==> src/rtl/baggage_drop_seq.sv <==
// baggage_drop_seq
//   Sequential baggage-drop decision datapath. It averages NUM_SENSORS
//   altitude readings (a reading of 0 is a faulty channel and is skipped),
//   rounds the average half up, derives the fall time from a bit-serial
//   square root, compares it with t_lim and drives the "drOP"/"HOLd" digits.
//
//   Ports
//     clk, rst_n            rising-edge clock, asynchronous active-low reset
//     start                 request a measurement (accepted only when not busy)
//     sensors               flat bus, channel i = [i*SENSOR_W +: SENSOR_W]
//     t_lim, drop_en        time limit and drop permission, captured with start
//     busy                  from the cycle after start is accepted through done
//     done                  one-cycle pulse, results valid from this cycle
//     t_act                 fall time = floor(sqrt(height << 2*FRAC_BITS)) >> 1
//     sensor_fault          every channel read 0
//     drop_activated        drop decision
//     seven_seg1..4         digits left to right, {g,f,e,d,c,b,a}, active-high
module baggage_drop_seq #(
  parameter int NUM_SENSORS = 4,
  parameter int SENSOR_W    = 8,
  parameter int TLIM_W      = 16,
  parameter int FRAC_BITS   = 8,
  localparam int ROOT_W     = SENSOR_W/2 + FRAC_BITS
) (
  input  logic                            clk,
  input  logic                            rst_n,
  input  logic                            start,
  input  logic [NUM_SENSORS*SENSOR_W-1:0] sensors,
  input  logic [TLIM_W-1:0]               t_lim,
  input  logic                            drop_en,
  output logic                            busy,
  output logic                            done,
  output logic [ROOT_W-1:0]               t_act,
  output logic                            sensor_fault,
  output logic                            drop_activated,
  output logic [6:0]                      seven_seg1,
  output logic [6:0]                      seven_seg2,
  output logic [6:0]                      seven_seg3,
  output logic [6:0]                      seven_seg4
);
  localparam int CNT_W = $clog2(NUM_SENSORS+1);
  localparam int SUM_W = SENSOR_W + CNT_W;
  localparam int RAD_W = 2*ROOT_W;
  localparam int CMP_W = (ROOT_W > TLIM_W) ? ROOT_W : TLIM_W;
  localparam int MAX_A = (NUM_SENSORS > SENSOR_W) ? NUM_SENSORS : SENSOR_W;
  localparam int MAX_S = (MAX_A > ROOT_W) ? MAX_A : ROOT_W;
  localparam int CTR_W = $clog2(MAX_S);

  localparam logic [6:0] SEG_D = 7'b1011110;
  localparam logic [6:0] SEG_R = 7'b1010000;
  localparam logic [6:0] SEG_O = 7'b1011100;
  localparam logic [6:0] SEG_P = 7'b1110011;
  localparam logic [6:0] SEG_H = 7'b1110100;
  localparam logic [6:0] SEG_L = 7'b0111000;

  typedef enum logic [2:0] {S_IDLE, S_ACCUM, S_DIV, S_SQRT, S_DECIDE} state_t;

  state_t                          state_q, state_d;
  logic [CTR_W-1:0]                step_q, step_d;
  logic [NUM_SENSORS*SENSOR_W-1:0] sens_q, sens_d;
  logic [TLIM_W-1:0]               tlim_q, tlim_d;
  logic                            den_q, den_d;
  logic [SUM_W-1:0]                sum_q, sum_d;
  logic [CNT_W-1:0]                cnt_q, cnt_d;
  logic                            fault_q, fault_d;
  logic [CNT_W-1:0]                drem_q, drem_d;
  logic [SENSOR_W-1:0]             quo_q, quo_d;
  logic [RAD_W-1:0]                rad_q, rad_d;
  logic [ROOT_W+1:0]               srem_q, srem_d;
  logic [ROOT_W-1:0]               root_q, root_d;
  logic                            busy_q, busy_d, done_q, done_d;
  logic [ROOT_W-1:0]               t_act_q, t_act_d;
  logic                            sfault_q, sfault_d, drop_q, drop_d;
  logic [6:0]                      seg1_q, seg1_d, seg2_q, seg2_d;
  logic [6:0]                      seg3_q, seg3_d, seg4_q, seg4_d;

  // datapath temporaries
  logic [SENSOR_W-1:0] ch;
  logic [SUM_W-1:0]    sum_nx, num;
  logic [CNT_W-1:0]    cnt_nx;
  logic [CNT_W:0]      rsh;
  logic [SENSOR_W-1:0] quo_nx;
  logic [ROOT_W+3:0]   ssh, trial;
  logic [ROOT_W-1:0]   tact_nx;
  logic                drop_nx;

  always_comb begin
    state_d  = state_q;  step_d  = step_q;  sens_d  = sens_q;   tlim_d = tlim_q;
    den_d    = den_q;    sum_d   = sum_q;   cnt_d   = cnt_q;    fault_d = fault_q;
    drem_d   = drem_q;   quo_d   = quo_q;   rad_d   = rad_q;    srem_d = srem_q;
    root_d   = root_q;   busy_d  = busy_q;  done_d  = 1'b0;     t_act_d = t_act_q;
    sfault_d = sfault_q; drop_d  = drop_q;
    seg1_d   = seg1_q;   seg2_d  = seg2_q;  seg3_d  = seg3_q;   seg4_d = seg4_q;
    ch      = sens_q[SENSOR_W-1:0];
    sum_nx  = sum_q;
    cnt_nx  = cnt_q;
    num     = '0;
    rsh     = {drem_q, quo_q[SENSOR_W-1]};
    quo_nx  = '0;
    ssh     = {srem_q, rad_q[RAD_W-1 -: 2]};
    trial   = {2'b00, root_q, 2'b01};
    tact_nx = ROOT_W'(root_q >> 1);
    drop_nx = den_q & ~fault_q & (CMP_W'(tact_nx) <= CMP_W'(tlim_q));

    unique case (state_q)
      S_IDLE: begin
        // busy stays high through the done cycle so start is ignored there
        if (start && !busy_q) begin
          sens_d  = sensors;
          tlim_d  = t_lim;
          den_d   = drop_en;
          sum_d   = '0;
          cnt_d   = '0;
          step_d  = CTR_W'(NUM_SENSORS-1);
          busy_d  = 1'b1;
          state_d = S_ACCUM;
        end else if (done_q) begin
          busy_d = 1'b0;
        end
      end
      S_ACCUM: begin
        if (ch != '0) begin
          sum_nx = sum_q + SUM_W'(ch);
          cnt_nx = cnt_q + CNT_W'(1);
        end
        sum_d  = sum_nx;
        cnt_d  = cnt_nx;
        sens_d = sens_q >> SENSOR_W;
        if (step_q == '0) begin
          // Quotient fits SENSOR_W bits, so the bits above SENSOR_W are already
          // smaller than cnt and can seed the remainder directly.
          num     = sum_nx + SUM_W'(cnt_nx >> 1);
          drem_d  = num[SUM_W-1:SENSOR_W];
          quo_d   = num[SENSOR_W-1:0];
          fault_d = (cnt_nx == '0);
          step_d  = CTR_W'(SENSOR_W-1);
          state_d = S_DIV;
        end else begin
          step_d = step_q - CTR_W'(1);
        end
      end
      S_DIV: begin
        if (rsh >= {1'b0, cnt_q}) begin
          drem_d = CNT_W'(rsh - {1'b0, cnt_q});
          quo_nx = {quo_q[SENSOR_W-2:0], 1'b1};
        end else begin
          drem_d = rsh[CNT_W-1:0];
          quo_nx = {quo_q[SENSOR_W-2:0], 1'b0};
        end
        quo_d = quo_nx;
        if (step_q == '0) begin
          // a zero divisor leaves garbage in the quotient; height is forced 0
          rad_d   = fault_q ? '0 : (RAD_W'(quo_nx) << (2*FRAC_BITS));
          srem_d  = '0;
          root_d  = '0;
          step_d  = CTR_W'(ROOT_W-1);
          state_d = S_SQRT;
        end else begin
          step_d = step_q - CTR_W'(1);
        end
      end
      S_SQRT: begin
        // restoring root: one result bit per cycle, two radicand bits consumed
        if (ssh >= trial) begin
          srem_d = (ROOT_W+2)'(ssh - trial);
          root_d = {root_q[ROOT_W-2:0], 1'b1};
        end else begin
          srem_d = ssh[ROOT_W+1:0];
          root_d = {root_q[ROOT_W-2:0], 1'b0};
        end
        rad_d = rad_q << 2;
        if (step_q == '0) state_d = S_DECIDE;
        else              step_d  = step_q - CTR_W'(1);
      end
      S_DECIDE: begin
        t_act_d  = tact_nx;
        sfault_d = fault_q;
        drop_d   = drop_nx;
        done_d   = 1'b1;
        if (drop_nx) begin
          seg1_d = SEG_D; seg2_d = SEG_R; seg3_d = SEG_O; seg4_d = SEG_P;
        end else begin
          seg1_d = SEG_H; seg2_d = SEG_O; seg3_d = SEG_L; seg4_d = SEG_D;
        end
        state_d = S_IDLE;
      end
      default: state_d = S_IDLE;
    endcase
  end

  always_ff @(posedge clk or negedge rst_n) begin
    if (!rst_n) begin
      state_q <= S_IDLE; step_q <= '0; sens_q <= '0; tlim_q <= '0; den_q <= 1'b0;
      sum_q   <= '0; cnt_q <= '0; fault_q <= 1'b0; drem_q <= '0; quo_q <= '0;
      rad_q   <= '0; srem_q <= '0; root_q <= '0; busy_q <= 1'b0; done_q <= 1'b0;
      t_act_q <= '0; sfault_q <= 1'b0; drop_q <= 1'b0;
      seg1_q  <= '0; seg2_q <= '0; seg3_q <= '0; seg4_q <= '0;
    end else begin
      state_q <= state_d; step_q <= step_d; sens_q <= sens_d; tlim_q <= tlim_d;
      den_q   <= den_d; sum_q <= sum_d; cnt_q <= cnt_d; fault_q <= fault_d;
      drem_q  <= drem_d; quo_q <= quo_d; rad_q <= rad_d; srem_q <= srem_d;
      root_q  <= root_d; busy_q <= busy_d; done_q <= done_d; t_act_q <= t_act_d;
      sfault_q <= sfault_d; drop_q <= drop_d;
      seg1_q  <= seg1_d; seg2_q <= seg2_d; seg3_q <= seg3_d; seg4_q <= seg4_d;
    end
  end

  assign busy           = busy_q;
  assign done           = done_q;
  assign t_act          = t_act_q;
  assign sensor_fault   = sfault_q;
  assign drop_activated = drop_q;
  assign seven_seg1     = seg1_q;
  assign seven_seg2     = seg2_q;
  assign seven_seg3     = seg3_q;
  assign seven_seg4     = seg4_q;
endmodule

==> config.mk <==
export PLATFORM = sky130hd
export DESIGN_NAME = baggage_drop_seq
export DESIGN_NICKNAME = d
export VERILOG_FILES = /design/src/rtl/baggage_drop_seq.sv
export SDC_FILE = /design/constraint.sdc
export NUM_CORES = 1
export LEC_CHECK = 0
export ABC_AREA = 1
export CAP_MARGIN = 30
export CORE_MARGIN = 2
export CORE_UTILIZATION = 43
export DETAILED_ROUTE_END_ITERATION = 6
export GPL_ROUTABILITY_DRIVEN = 0
export PLACE_DENSITY = 0.67
export SYNTH_ARGS = -nofsm -noshare
export SYNTH_HDL_FRONTEND = slang
export SYNTH_SLANG_ARGS = --single-unit
export TNS_END_PERCENT = 30
==> constraint.sdc <==
create_clock -name clk -period 3.8 [get_ports clk]
set_clock_uncertainty 0.1 [all_clocks]
set_input_delay 0.95 -clock clk [delete_from_list [all_inputs] [get_ports clk]]
set_output_delay 0.95 -clock clk [all_outputs]
set_load 0.02 [all_outputs]
==> results.toml <==
[logic_synthesis]
synth.ff_latch_count = 133
synthArstFlopShare = 1.00
yosys.area.top_type = "dfrtp_1"
synth_cell_types = 50
synth_top_area_share = 0.425
seq_area_frac_synth = 0.425
netlist_area_um2 = 7820
synth_top_flop_cell = "dfrtp_1"
synth_edf_count = 0
synthTopCellsByArea = "dfrtp_1 43%, nand2_1 7.9%, ha_1 6.4%, inv_1 5.5%, nor2_1 4.5%"
yosys_warnings = 0
syn_area_per_cell_um2 = 8.18
synthCells = 956

[floorplan]
core_area_um2 = 17900
dieArea_um2 = 19300
initial_core_util = 0.437
ios = 96
die_x_um = 139
die_h_um = 139
rows = 49

[power]
p_comb_frac = 0.549
p_switching_mw = 4.05
swShare = 0.458
p_leak_nw = 4.42
pwr_density_cell_nw_per_um2 = 957
vdd_drop_max_mv = 0.434
p_total_mw = 8.84
clockPowerShare = 0.176
power.share.sequential = 0.275
p_int_mw = 4.79

[critical_path]
r2r-start = "sens_q[1]"
reg2reg_depth = 18
reg2reg_setup_slack_ns = 0.67
path_max_fanout = 14
slowest_stage = "dfrtp_1"
cpPeakStageDelay_ns = 0.44
critPathBufInv = 3
cp-end-kind = "flop"
required_ns = 3.99
crit_family = "simple AND/OR/NAND/NOR gates"
arrival_ns = 3.32
crit_type = "reg -> reg"
timing.rr.end = "drem_q[0]"
path_cells = "nor2_1 -> nand2_1 -> inv_1 -> nand2_2 -> o21ai_0 -> ha_1 -> inv_1 -> fa_1 -> inv_1 -> nand3_1 -> nor2_1 -> nand2_1 -> nor2_4 -> nand2_1 -> nand3_1 -> nand3_1 -> nand2_1 -> o21ai_0"
cp_common_cell = "nand2_1"
cp-start-kind = "flop"

[global_routing]
grt_pass1_wl_mm = 30.6
track_usage = 0.194
grt-ovfl-total = 0
antenna_found_initial = 0
grt_pass1_vias = 6203
grt_start_max_net_pins = 75

[worst_hold_path]
hp-start = "t_act[2]"
min_to = "t_act[2]"
hp-class = "reg -> reg"
hold_depth = 2

[timing]
maxSlewViolCount = 0
setup_violations = 0
max_freq_ghz = 0.320
tightestPinTransition_ns = 0.861
fin_crit_sh = 0.824
relSlewSlack = 0.424
report.final.hold_viol_count = 0
min_period_ns = 3.13
finalSetupTns_ns = 0
rsz0062_at_grt = "false"

[clocking]
hold_buffers = 0
cts_tree = "built"
cts_resized = 0
clk_latency_ns = 0.41
htreeDepth = 4
cts_sinks = 133
path_clk_slew_ns = 0.05
cts_made_buffers = 17
root_buffer = "clkbuf_16"
post_cts_buffers = 0
cts_buffer_depth = 2

[run_status]
status = "finished clean"

[finish]
synthToLayoutAreaGrowth_pct = 18.1
final_util = 0.516
drive_gt1_frac = 0.0859
diodes = 0
fin_nets = 1112

[routing]
drt_first_iter_violations = 290
drc = 0
ant_nets = 0
vias_per_cell = 5.15
routedWlPerCell_um = 14.2
drtPass1Iterations = 5
num_vias = 6462
drt-total-wl_mm = 17.8

[placement]
hpwl_mm = 12.9
port-buffer-count = 88

[job]
maxCapViolCount = 0
## state kept, by name (all words and copies together) (netlist names)
signal and flops:
sens_q 32, rad_q 8, fault_q 1, seven_seg4 3, t_act 11, busy 1
cnt_q 3, den_q 1, state_q 3, sum_q 11, quo_q 8, done 1
root_q 12, drem_q 3, sensor_fault 1, tlim_q 16, srem_q 14, step_q 4
## layout by cell type (no fill, tap or decap), drive strengths merged, types with 2 or more instances in the layout
master	count
nand2	175
dfrtp	133
inv	124
nor2	107
clkdlybuf4s50	87
o21ai	65
a21oi	57
nand3	54
nor3	48
ha	40
o22ai	27
clkbuf	23
xor2	13
a211oi	9
conb	7
buf	7
mux2	6
xnor2	5
o211ai	4
o21bai	4
nand4	4
o221ai	3
a31oi	3
o32ai	3
fa	3
clkinv	2
or2	2
a221oi	2
## stage by stage
step | instances | hold slack, ns | cell area [µm²] | setup WS, ns
6_report | 1254 | 0.382 | 9240 | 0.670
5_1_grt | 1254 | 0.401 | 9240 | 0.402
4_1_cts | 1254 | 0.385 | 9240 | 0.660
3_5_place_dp | 1227 | 0.368 | 8690 | 0.598
3_3_place_gp | 1227 | 0.368 | 8690 | 0.697
2_1_floorplan | 962 | 0.350 | 7850 | 1.01
## Yosys cell counts, types with 8 or more instances
cell type,n
nor2_4,8
nor3_1,44
inv_2,9
xor2_1,13
o21ai_1,10
dfrtp_1,133
o21ai_0,54
buf_4,34
a211oi_1,9
nand2_1,164
nand3_1,51
buf_2,8
ha_1,40
o22ai_1,27
nand2_2,10
a21oi_1,54
nor2_1,93
clkbuf_1,9
inv_1,115
## kinds of logic after synthesis
kind of cell    share of synthesized area
compound gates                      0.135
xor+xnor                           0.0202
fa+ha+maj                          0.0717
buf+inv                             0.109
flops                               0.425
mux                               0.00864
other cells                      0.000479
simple gates                        0.230
## worst min-delay path, stage by stage (launching register included)
cell and delay (ns):
dfrtp_1 0.34, nand2_1 0.05, o21ai_0 0.06
## worst max path at each step
stage                   start    endpoint  slack, ns  depth (start not counted)
floorplan           sens_q[0]   drem_q[0]       1.01                         16
global placement        start  sens_q[23]       0.70                          9
detailed placement      start  sens_q[16]       0.60                          9
CTS                 sens_q[0]   drem_q[0]       0.66                         16
global route        sens_q[1]   drem_q[0]       0.40                         18
finish              sens_q[1]   drem_q[0]       0.67                         18
## layer usage
layer	vias up	GRT usage	share of wire
met5	-	0	0
met4	0	0.0718	0.024
met3	35	0.0390	0.057
met2	202	0.305	0.45
met1	2974	0.266	0.46
li1	3251	-	-
## power by group through the flow
stage / Sequential (mW) / Clock (mW) / Combinational (mW)
2_1_floorplan: 2.35 / 0 / 3.92
3_3_place_gp: 2.43 / 0 / 4.78
3_5_place_dp: 2.44 / 0 / 4.86
4_1_cts: 2.43 / 1.58 / 4.89
5_1_grt: 2.50 / 1.65 / 5.58
6_report: 2.43 / 1.56 / 4.86
## final cells by class
cell class | instances | area [µm²]
clock buffer | 23 | 508
clock inverter | 4 | 47.5
fill | 1709 | 8660
inverter | 124 | 465
multi-input combinational | 647 | 3670
sequential | 133 | 3330
tap | 229 | 287
timing repair buffer | 94 | 940
(Power assumes the default switching activity.)
